[src/rtl/imem_boot_loader_if.sv]
// Byte-stream input and instruction-memory write port of the boot loader.
// The loader is the slave side; the host/bench side uses the master modport.
interface imem_boot_loader_if #(
    parameter int ADDR_W = 10
);
    logic              s_valid;
    logic [7:0]        s_data;
    logic              s_ready;
    logic              mem_we;
    logic [ADDR_W-1:0] mem_waddr;
    logic [31:0]       mem_wdata;

    modport master (
        output s_valid, s_data,
        input  s_ready, mem_we, mem_waddr, mem_wdata
    );

    modport slave (
        input  s_valid, s_data,
        output s_ready, mem_we, mem_waddr, mem_wdata
    );
endinterface

[src/rtl/imem_boot_loader.sv]
// Boot-time loader: assembles little-endian words from a byte stream, writes them
// into the instruction memory and holds the core until the image is complete.
module imem_boot_loader #(
    parameter int ADDR_W = 10
) (
    input  logic                clk,
    input  logic                rst_n,
    input  logic                start,
    input  logic [ADDR_W:0]     load_len,
    imem_boot_loader_if.slave   bus,
    output logic                core_hold,
    output logic                busy,
    output logic                done,
    output logic                error,
    output logic [31:0]         checksum
);
    localparam logic [ADDR_W:0]   DEPTH    = {1'b1, {ADDR_W{1'b0}}};
    localparam logic [ADDR_W:0]   LEN_ONE  = {{ADDR_W{1'b0}}, 1'b1};
    localparam logic [ADDR_W-1:0] IDX_ONE  = {{(ADDR_W-1){1'b0}}, 1'b1};

    typedef enum logic [1:0] {S_IDLE, S_RECV, S_WRITE, S_DONE} state_t;

    state_t            state_q, state_d;
    logic [ADDR_W:0]   len_q, len_d;
    logic [ADDR_W-1:0] word_idx_q, word_idx_d;
    logic [1:0]        byte_cnt_q, byte_cnt_d;
    logic [31:0]       word_q, word_d;
    logic              s_ready_q, s_ready_d;
    logic              mem_we_q, mem_we_d;
    logic [ADDR_W-1:0] mem_waddr_q, mem_waddr_d;
    logic [31:0]       mem_wdata_q, mem_wdata_d;
    logic              core_hold_q, core_hold_d;
    logic              busy_q, busy_d;
    logic              done_q, done_d;
    logic              error_q, error_d;
    logic [31:0]       checksum_q, checksum_d;
    logic [31:0]       full_word;

    // The 4th byte completes the word directly from s_data, so WRITE needs no extra cycle.
    assign full_word = {bus.s_data, word_q[23:0]};

    always_comb begin
        state_d     = state_q;
        len_d       = len_q;
        word_idx_d  = word_idx_q;
        byte_cnt_d  = byte_cnt_q;
        word_d      = word_q;
        s_ready_d   = s_ready_q;
        mem_we_d    = 1'b0;
        mem_waddr_d = mem_waddr_q;
        mem_wdata_d = mem_wdata_q;
        core_hold_d = core_hold_q;
        busy_d      = busy_q;
        done_d      = 1'b0;
        error_d     = error_q;
        checksum_d  = checksum_q;

        case (state_q)
            S_IDLE: begin
                if (start) begin
                    if (load_len > DEPTH) begin
                        error_d = 1'b1;
                    end else if (load_len == '0) begin
                        state_d     = S_DONE;
                        done_d      = 1'b1;
                        core_hold_d = 1'b0;
                        checksum_d  = '0;
                        error_d     = 1'b0;
                    end else begin
                        state_d     = S_RECV;
                        len_d       = load_len;
                        word_idx_d  = '0;
                        byte_cnt_d  = '0;
                        checksum_d  = '0;
                        error_d     = 1'b0;
                        core_hold_d = 1'b1;
                        busy_d      = 1'b1;
                        s_ready_d   = 1'b1;
                    end
                end
            end
            S_RECV: begin
                if (bus.s_valid && s_ready_q) begin
                    word_d[{byte_cnt_q, 3'b000} +: 8] = bus.s_data;
                    byte_cnt_d = byte_cnt_q + 2'd1;
                    if (byte_cnt_q == 2'd3) begin
                        state_d     = S_WRITE;
                        s_ready_d   = 1'b0;
                        mem_we_d    = 1'b1;
                        mem_waddr_d = word_idx_q;
                        mem_wdata_d = full_word;
                        checksum_d  = checksum_q ^ full_word;
                    end
                end
            end
            S_WRITE: begin
                if ({1'b0, word_idx_q} == len_q - LEN_ONE) begin
                    state_d     = S_DONE;
                    done_d      = 1'b1;
                    core_hold_d = 1'b0;
                    busy_d      = 1'b0;
                end else begin
                    state_d    = S_RECV;
                    word_idx_d = word_idx_q + IDX_ONE;
                    byte_cnt_d = '0;
                    s_ready_d  = 1'b1;
                end
            end
            S_DONE: begin
                state_d = S_IDLE;
            end
            default: begin
                state_d = S_IDLE;
            end
        endcase
    end

    always_ff @(posedge clk or negedge rst_n) begin
        if (!rst_n) begin
            state_q     <= S_IDLE;
            len_q       <= '0;
            word_idx_q  <= '0;
            byte_cnt_q  <= '0;
            word_q      <= '0;
            s_ready_q   <= 1'b0;
            mem_we_q    <= 1'b0;
            mem_waddr_q <= '0;
            mem_wdata_q <= '0;
            core_hold_q <= 1'b1;
            busy_q      <= 1'b0;
            done_q      <= 1'b0;
            error_q     <= 1'b0;
            checksum_q  <= '0;
        end else begin
            state_q     <= state_d;
            len_q       <= len_d;
            word_idx_q  <= word_idx_d;
            byte_cnt_q  <= byte_cnt_d;
            word_q      <= word_d;
            s_ready_q   <= s_ready_d;
            mem_we_q    <= mem_we_d;
            mem_waddr_q <= mem_waddr_d;
            mem_wdata_q <= mem_wdata_d;
            core_hold_q <= core_hold_d;
            busy_q      <= busy_d;
            done_q      <= done_d;
            error_q     <= error_d;
            checksum_q  <= checksum_d;
        end
    end

    assign bus.s_ready   = s_ready_q;
    assign bus.mem_we    = mem_we_q;
    assign bus.mem_waddr = mem_waddr_q;
    assign bus.mem_wdata = mem_wdata_q;
    assign core_hold     = core_hold_q;
    assign busy          = busy_q;
    assign done          = done_q;
    assign error         = error_q;
    assign checksum      = checksum_q;
endmodule

[src/flat_wrapper.sv]
// flat-port wrapper written by rule: the top's interface ports become plain ports
module imem_boot_loader_flat 
#(
    parameter int ADDR_W = 10
)
  (clk, rst_n, start, load_len, core_hold, busy, done, error, checksum, bus_s_valid, bus_s_data, bus_s_ready, bus_mem_we, bus_mem_waddr, bus_mem_wdata);
  imem_boot_loader_if #(.ADDR_W(ADDR_W)) bus_i ();
  input  logic clk;
  input  logic rst_n;
  input  logic start;
  input  logic [ADDR_W:0] load_len;
  output logic core_hold;
  output logic busy;
  output logic done;
  output logic error;
  output logic [31:0] checksum;
  input wire logic [$bits(bus_i.s_valid)-1:0] bus_s_valid;
  input wire logic [$bits(bus_i.s_data)-1:0] bus_s_data;
  output wire logic [$bits(bus_i.s_ready)-1:0] bus_s_ready;
  output wire logic [$bits(bus_i.mem_we)-1:0] bus_mem_we;
  output wire logic [$bits(bus_i.mem_waddr)-1:0] bus_mem_waddr;
  output wire logic [$bits(bus_i.mem_wdata)-1:0] bus_mem_wdata;
  assign bus_i.s_valid = bus_s_valid;
  assign bus_i.s_data = bus_s_data;
  assign bus_s_ready = bus_i.s_ready;
  assign bus_mem_we = bus_i.mem_we;
  assign bus_mem_waddr = bus_i.mem_waddr;
  assign bus_mem_wdata = bus_i.mem_wdata;
  imem_boot_loader #(.ADDR_W(ADDR_W)) u_core (.clk(clk), .rst_n(rst_n), .start(start), .load_len(load_len), .bus(bus_i), .core_hold(core_hold), .busy(busy), .done(done), .error(error), .checksum(checksum));
endmodule
[config.mk]
export PLATFORM = sky130hd
export DESIGN_NAME = imem_boot_loader_flat
export DESIGN_NICKNAME = d
export VERILOG_FILES = /design/src/rtl/imem_boot_loader_if.sv /design/src/rtl/imem_boot_loader.sv /design/src/flat_wrapper.sv
export SDC_FILE = /design/constraint.sdc
export NUM_CORES = 1
export LEC_CHECK = 0
export CAP_MARGIN = 25
export CORE_ASPECT_RATIO = 1.25
export CORE_UTILIZATION = 57
export DETAILED_ROUTE_END_ITERATION = 10
export GPL_TIMING_DRIVEN = 0
export PLACE_DENSITY = 0.86
export SLEW_MARGIN = 20
export SYNTH_ARGS = -nofsm -noshare
export SYNTH_HDL_FRONTEND = slang
export SYNTH_SLANG_ARGS = --single-unit
[constraint.sdc]
create_clock -name clk -period 6.6 [get_ports clk]
set_input_delay 1.32 -clock clk [delete_from_list [all_inputs] [get_ports clk]]
set_output_delay 1.32 -clock clk [all_outputs]
set_load 0.005 [all_outputs]
==> results.yml, run 1 <==
outcome:
  status: "finished, final reports clean"
pwr:
  vdd_ir_drop_max_uv: 292
  comb_power_share: 0.339
  p_int_mw: 2.24
  p_leak_nw: 3.39
  clock_power_share: 0.262
  seq_power_share: 0.399
  p_sw_frac: 0.330
  finalPower_mw: 3.34
  p_per_area_mw_per_mm2: 444
  p_sw_mw: 1.10
grt:
  grt_pass1_vias: 4701
  antenna_found_initial: 0
  grt_first_pass_wirelength_um: 23300
  grt-ovfl-total: 0
  grt.total_usage: 0.291
  grt_max_degree: 67
die:
  fp-row-count: 40
  die-height_um: 114
  die-area_mm2: 0.0105
  num_io_pins: 103
  die_w_um: 91.8
  start_util: 0.592
  core_area_mm2: 0.00971
timing:
  fin_worst_skew_ps: 10.4
  worstMarginPinSlew_ps: 907
  min_period_ps: 3830
  timing.hold.ws_ps: 502
  fmax_mhz: 261
  rsz0062_at_grt: "false"
  final-max-slew-violation-count: 0
  min_period_over_period: 0.580
  max-slew-margin-rel: 0.394
  hold_violations: 0
  finalSetupViolCount: 0
clock_network:
  cts_buffers: 17
  clk_pin_slew_ps: 60
  htree_levels: 4
  clockBufferDepth: 2
  cts_tree: "built"
  ctsResizeCount: 0
  post-cts-setup-buffers: 0
  hold_buffers: 0
  cts.sinks: 129
  clk_latency_ps: 410
  clockRootBuffer: "clkbuf_16"
placement:
  place.gp.congestion: 0.870
  port_buffers: 102
  dpl_cell_area_mm2: 0.00696
  post-place-cells: 767
  dp_hpwl_um: 9840
routing:
  drc_errors: 0
  ant_nets: 0
  post_drt_wl_per_cell_um: 17.7
  firstDrtPassIters: 5
  vias: 4464
  wl_um: 14100
  drt_iter0_markers: 316
  vias_per_cell: 5.59
critical_path:
  criticalPathCategory: "in -> reg"
  regToRegStartpoint: "u_core.len_q[0]$_DFFE_PN0P_"
  path_max_fanout: 10
  r2r_slack_ps: 3820
  arrival_ps: 4180
  r2r_end: "u_core.byte_cnt_q[0]$_DFFE_PN0P_"
  cp-end-kind: "flip-flop"
  start_kind: "primary input"
  required_ps: 6950
  reg2regPathDepth: 9
logic_synthesis:
  synth_seq_area_share: 0.561
  synthArstFlopShare: 1.00
  ys_warn_count: 0
  synthFlopType: "dfrtp_1"
  synth_area_mm2: 0.00575
  avgSynthCellArea_um2: 10.7
  synth.net_count: 568
  synth_edf_count: 0
  synthCells: 538
  ys_types: 46
  ys_ff_latch: 129
layout:
  drive_gt1_frac: 0.128
  fin_cells: 798
  fin_area_mm2: 0.00752
  num-nets-final: 690
  syn2layout_area_growth_pct: 30.7
  antenna_cells: 0
worst_hold_path:
  worstHoldEndpoint: "u_core.bus.mem_wdata[8]$_DFFE_PN0P_"
  hold_class: "reg -> reg"
  min_path_cells: 1
  min_from: "u_core.bus.mem_wdata[8]$_DFFE_PN0P_"
run:
  cap_violations: 0
## placed cells by master (no fill, tap or decap), types with 5 or more instances in the layout
cell type and instances:
xor2_1 37, nand2b_1 6, nand3_1 9, nand2_1 128
a211oi_1 6, ha_1 7, xnor2_1 13, o21ai_0 33
mux2_2 40, clkdlybuf4s50_1 101, inv_1 8, nor2_1 47
clkbuf_1 18, dfrtp_1 128, nor3b_1 5, clkbuf_16 17
## routing by layer
metal  global-route usage  part of all wire  up-vias
li1                     -                 -     2047
met1                0.340              0.39     2226
met2                0.512              0.53      150
met3               0.0671             0.048       41
met4                0.126             0.031        0
met5                    0                 0        -
## cells in the mapped netlist (all sizes together), types with 5 or more instances
library cell	instances	area [um2]
a211oi	6	45.0
clkbuf	16	60.1
dfrtp	128	3200
ha	7	87.6
inv	8	30.0
mux2	41	465
nand2	128	480
nand2b	6	37.5
nand3	9	45.0
nor2	47	176
nor3b	5	37.5
nor4	5	46.3
o21ai	34	174
xnor2	13	114
xor2	37	324
## power by group through the flow
stage | Sequential, mW | Clock (mW) | Combinational, mW
final | 1.33 | 0.874 | 1.13
after global routing | 1.37 | 0.922 | 1.24
after CTS | 1.33 | 0.885 | 1.14
after detailed placement | 1.33 | 0 | 1.12
after global placement | 1.32 | 0 | 1.06
after floorplan | 1.29 | 0 | 0.574
## metrics by stage
stage          TNS (ps)   util  setup WS [ps]
2_1_floorplan         0      -           3530
3_3_place_gp     -70130  0.714           -556
3_5_place_dp          0  0.717           2410
4_1_cts               0  0.774           2820
5_1_grt               0  0.774           2550
6_report              0  0.774           2770
## worst max-delay path by stage
stage | start | cells past startpoint | end | slack [ps]
after global placement | rst_n | 1 | u_core.checksum[14]$_DFFE_PN0P_ | -560
after floorplan | load_len[7] | 7 | u_core.word_idx_q[3]$_DFFE_PN0P_ | 3530
final | load_len[7] | 9 | u_core.len_q[5]$_DFFE_PN0P_ | 2770
after CTS | load_len[7] | 9 | u_core.len_q[5]$_DFFE_PN0P_ | 2820
after detailed placement | load_len[7] | 9 | u_core.len_q[7]$_DFFE_PN0P_ | 2410
after global routing | load_len[7] | 9 | u_core.len_q[5]$_DFFE_PN0P_ | 2550
## sequential cells by signal, summed over array words and instances, names as in the netlist
register and cells:
u_core.bus.mem_waddr 10, u_core.bus.mem_wdata 32, u_core.bus.mem_we 1, u_core.bus.s_ready 1, u_core.busy 1, u_core.byte_cnt_q 2, u_core.checksum 32, u_core.core_hold 1
u_core.done 1, u_core.error 1, u_core.len_q 11, u_core.state_q 2, u_core.word_idx_q 10, u_core.word_q 24
## worst max-delay path, stage by stage
cell	delay, ps
clkdlybuf4s50_1	430
nor4_1	470
nand3_1	300
xnor2_1	270
nor2b_1	370
clkbuf_1	410
buf_1	430
nand2_1	120
nand2_1	70
## cell families after synthesis
logic type / Yosys count / share of synthesized area
XOR/XNOR: 50 / 0.0761
adder cells (fa/ha/maj): 7 / 0.0152
multiplexers: 45 / 0.0879
flip-flops: 129 / 0.561
buffers and inverters: 27 / 0.0191
AND/OR/NAND/NOR: 220 / 0.169
AO/OA/AOI/OAI: 60 / 0.0711
## area by class of cell
cell class	count	area [um2]
multi-input cells	382	2410
inverters	8	30.0
plain buffers	19	80.1
fillers	615	2190
well taps	126	158
flip-flops and latches	129	3230
clock buffers	22	474
repair buffers	103	1050
clock inverters	9	83.8
(Power assumes the default switching activity.)
==> run 2: changes to the inputs <==
CORE_UTILIZATION = 53   (was 57)
PLACE_DENSITY = 0.8   (was 0.86)
clock period = 3.9 ns   (was 6.6 ns; I/O delays follow)
==> results.yml, run 2 (synthesized netlist as in run 1, its figures left out) <==
pwr:
  p_per_area_mw_per_mm2: 790
  p_int_mw: 4.15
  seq_power_share: 0.372
  p_sw_frac: 0.315
  p_leak_nw: 3.46
  clock_power_share: 0.311
  p_sw_mw: 1.90
  vdd_ir_drop_max_uv: 411
  comb_power_share: 0.318
run:
  cap_violations: 0
grt:
  grt_max_degree: 74
  grt.total_usage: 0.279
  grt-ovfl-total: 0
  antenna_found_initial: 0
  grt_first_pass_wirelength_um: 23600
  grt_pass1_vias: 4755
clock_network:
  clockBufferDepth: 2
  cts_buffers: 17
  cts.sinks: 129
  cts_tree: "built"
  post-cts-setup-buffers: 0
  clk_latency_ps: 410
  hold_buffers: 0
  clockRootBuffer: "clkbuf_16"
  clk_pin_slew_ps: 50
  htree_levels: 4
  ctsResizeCount: 0
layout:
  antenna_cells: 0
  final_cell_mix: "nand2_1 (128), dfrtp_1 (128), clkdlybuf4s50_1 (101)"
  num-nets-final: 690
  fin_area_mm2: 0.00766
  final_util: 0.726
  syn2layout_area_growth_pct: 33.3
  fillerInstances: 693
  drive_gt1_frac: 0.131
timing:
  rsz0062_at_grt: "false"
  worstMarginPinSlew_ps: 1010
  final-max-slew-violation-count: 0
  finalSetupViolCount: 0
  min_period_ps: 3280
  fin_worst_skew_ps: 9.60
  hold_violations: 0
  fmax_mhz: 305
  min_period_over_period: 0.840
  max-slew-margin-rel: 0.328
placement:
  dpl_cell_area_mm2: 0.00697
  port_buffers: 102
  place.gp.congestion: 0.908
  dp_hpwl_um: 9780
routing:
  ant_nets: 0
  drt_iter0_markers: 290
  vias_per_cell: 5.57
  wl_um: 14400
  drc_errors: 0
  firstDrtPassIters: 4
  post_drt_wl_per_cell_um: 17.9
  vias: 4482
critical_path:
  crit_path_end: "u_core.len_q[9]$_DFFE_PN0P_"
  reg2regPathDepth: 8
  r2r_slack_ps: 1110
  path_max_fanout: 10
  r2r_end: "u_core.byte_cnt_q[0]$_DFFE_PN0P_"
  worstSetupStartpoint: "load_len[1]"
  regToRegStartpoint: "u_core.len_q[3]$_DFFE_PN0P_"
  arrival_ps: 3620
  start_kind: "primary input"
  cp-end-kind: "flip-flop"
  criticalPathCategory: "in -> reg"
  required_ps: 4250
die:
  start_util: 0.545
  die_w_um: 95.2
  die-height_um: 118
  num_io_pins: 103
  fp-row-count: 42
  core_area_mm2: 0.0106
  die-area_mm2: 0.0113
outcome:
  status: "finished, final reports clean"
worst_hold_path:
  hold_class: "in -> async"
[run 2: how the worst min path moves through the flow]
| stage | startpoint | to | depth (start not counted) |
|---|---|---|---|
| after global routing | rst_n | u_core.len_q[4]$_DFFE_PN0P_ | 1 |
| final | rst_n | u_core.len_q[4]$_DFFE_PN0P_ | 1 |
| after CTS | rst_n | u_core.len_q[2]$_DFFE_PN0P_ | 1 |
| after global placement | u_core.bus.mem_waddr[7]$_DFFE_PN0P_ | u_core.bus.mem_waddr[7]$_DFFE_PN0P_ | 2 |
| after floorplan | u_core.word_q[0]$_DFFE_PN0P_ | u_core.word_q[0]$_DFFE_PN0P_ | 2 |
| after detailed placement | u_core.bus.mem_waddr[2]$_DFFE_PN0P_ | u_core.bus.mem_waddr[2]$_DFFE_PN0P_ | 2 |
[run 2: worst max-delay path: stages]
cell             delay, ps
clkdlybuf4s50_1        450
nor4_1                 450
nand3_1                280
xnor2_1                260
nor2b_1                350
clkbuf_1               430
buf_1                  430
nand2_1                120
nand2_1                 80
[run 2: metal layers]
layer / GRT usage / routed length, um / vias up / part of all wire
met4: 0.123 / 328 / 0 / 0.023
met2: 0.462 / 7570 / 156 / 0.53
met1: 0.332 / 5560 / 2237 / 0.39
li1: - / - / 2058 / -
met3: 0.0792 / 944 / 31 / 0.066
met5: 0 / 0 / - / 0
[run 2: power groups by stage]
stage	registers (mW)	clock network, mW	logic, mW
floorplan	2.18	0	0.971
finish	2.25	1.88	1.92
global placement	2.23	0	1.81
detailed placement	2.26	0	1.90
global route	2.31	1.95	2.11
CTS	2.25	1.90	1.94
[run 2: final cells by class]
class / instances / area [um2] / area share
plain buffers: 19 / 80.1 / 0.0104
clock inverters: 13 / 255 / 0.0333
inverters: 8 / 30.0 / 0.00392
multi-input cells: 382 / 2410 / 0.315
well taps: 132 / 165 / 0.0215
clock buffers: 19 / 443 / 0.0578
flip-flops and latches: 129 / 3230 / 0.421
repair buffers: 103 / 1050 / 0.137
[run 2: stage by stage]
step	hold WS, ps	setup slack (ps)	instances	total power [mW]	TNS [ps]
finish	322	623	805	6.05	0
global route	352	343	805	6.36	0
CTS	340	637	805	6.08	0
detailed placement	475	262	773	4.16	0
global placement	463	-2690	772	4.05	-344790
floorplan	467	1370	538	3.15	0
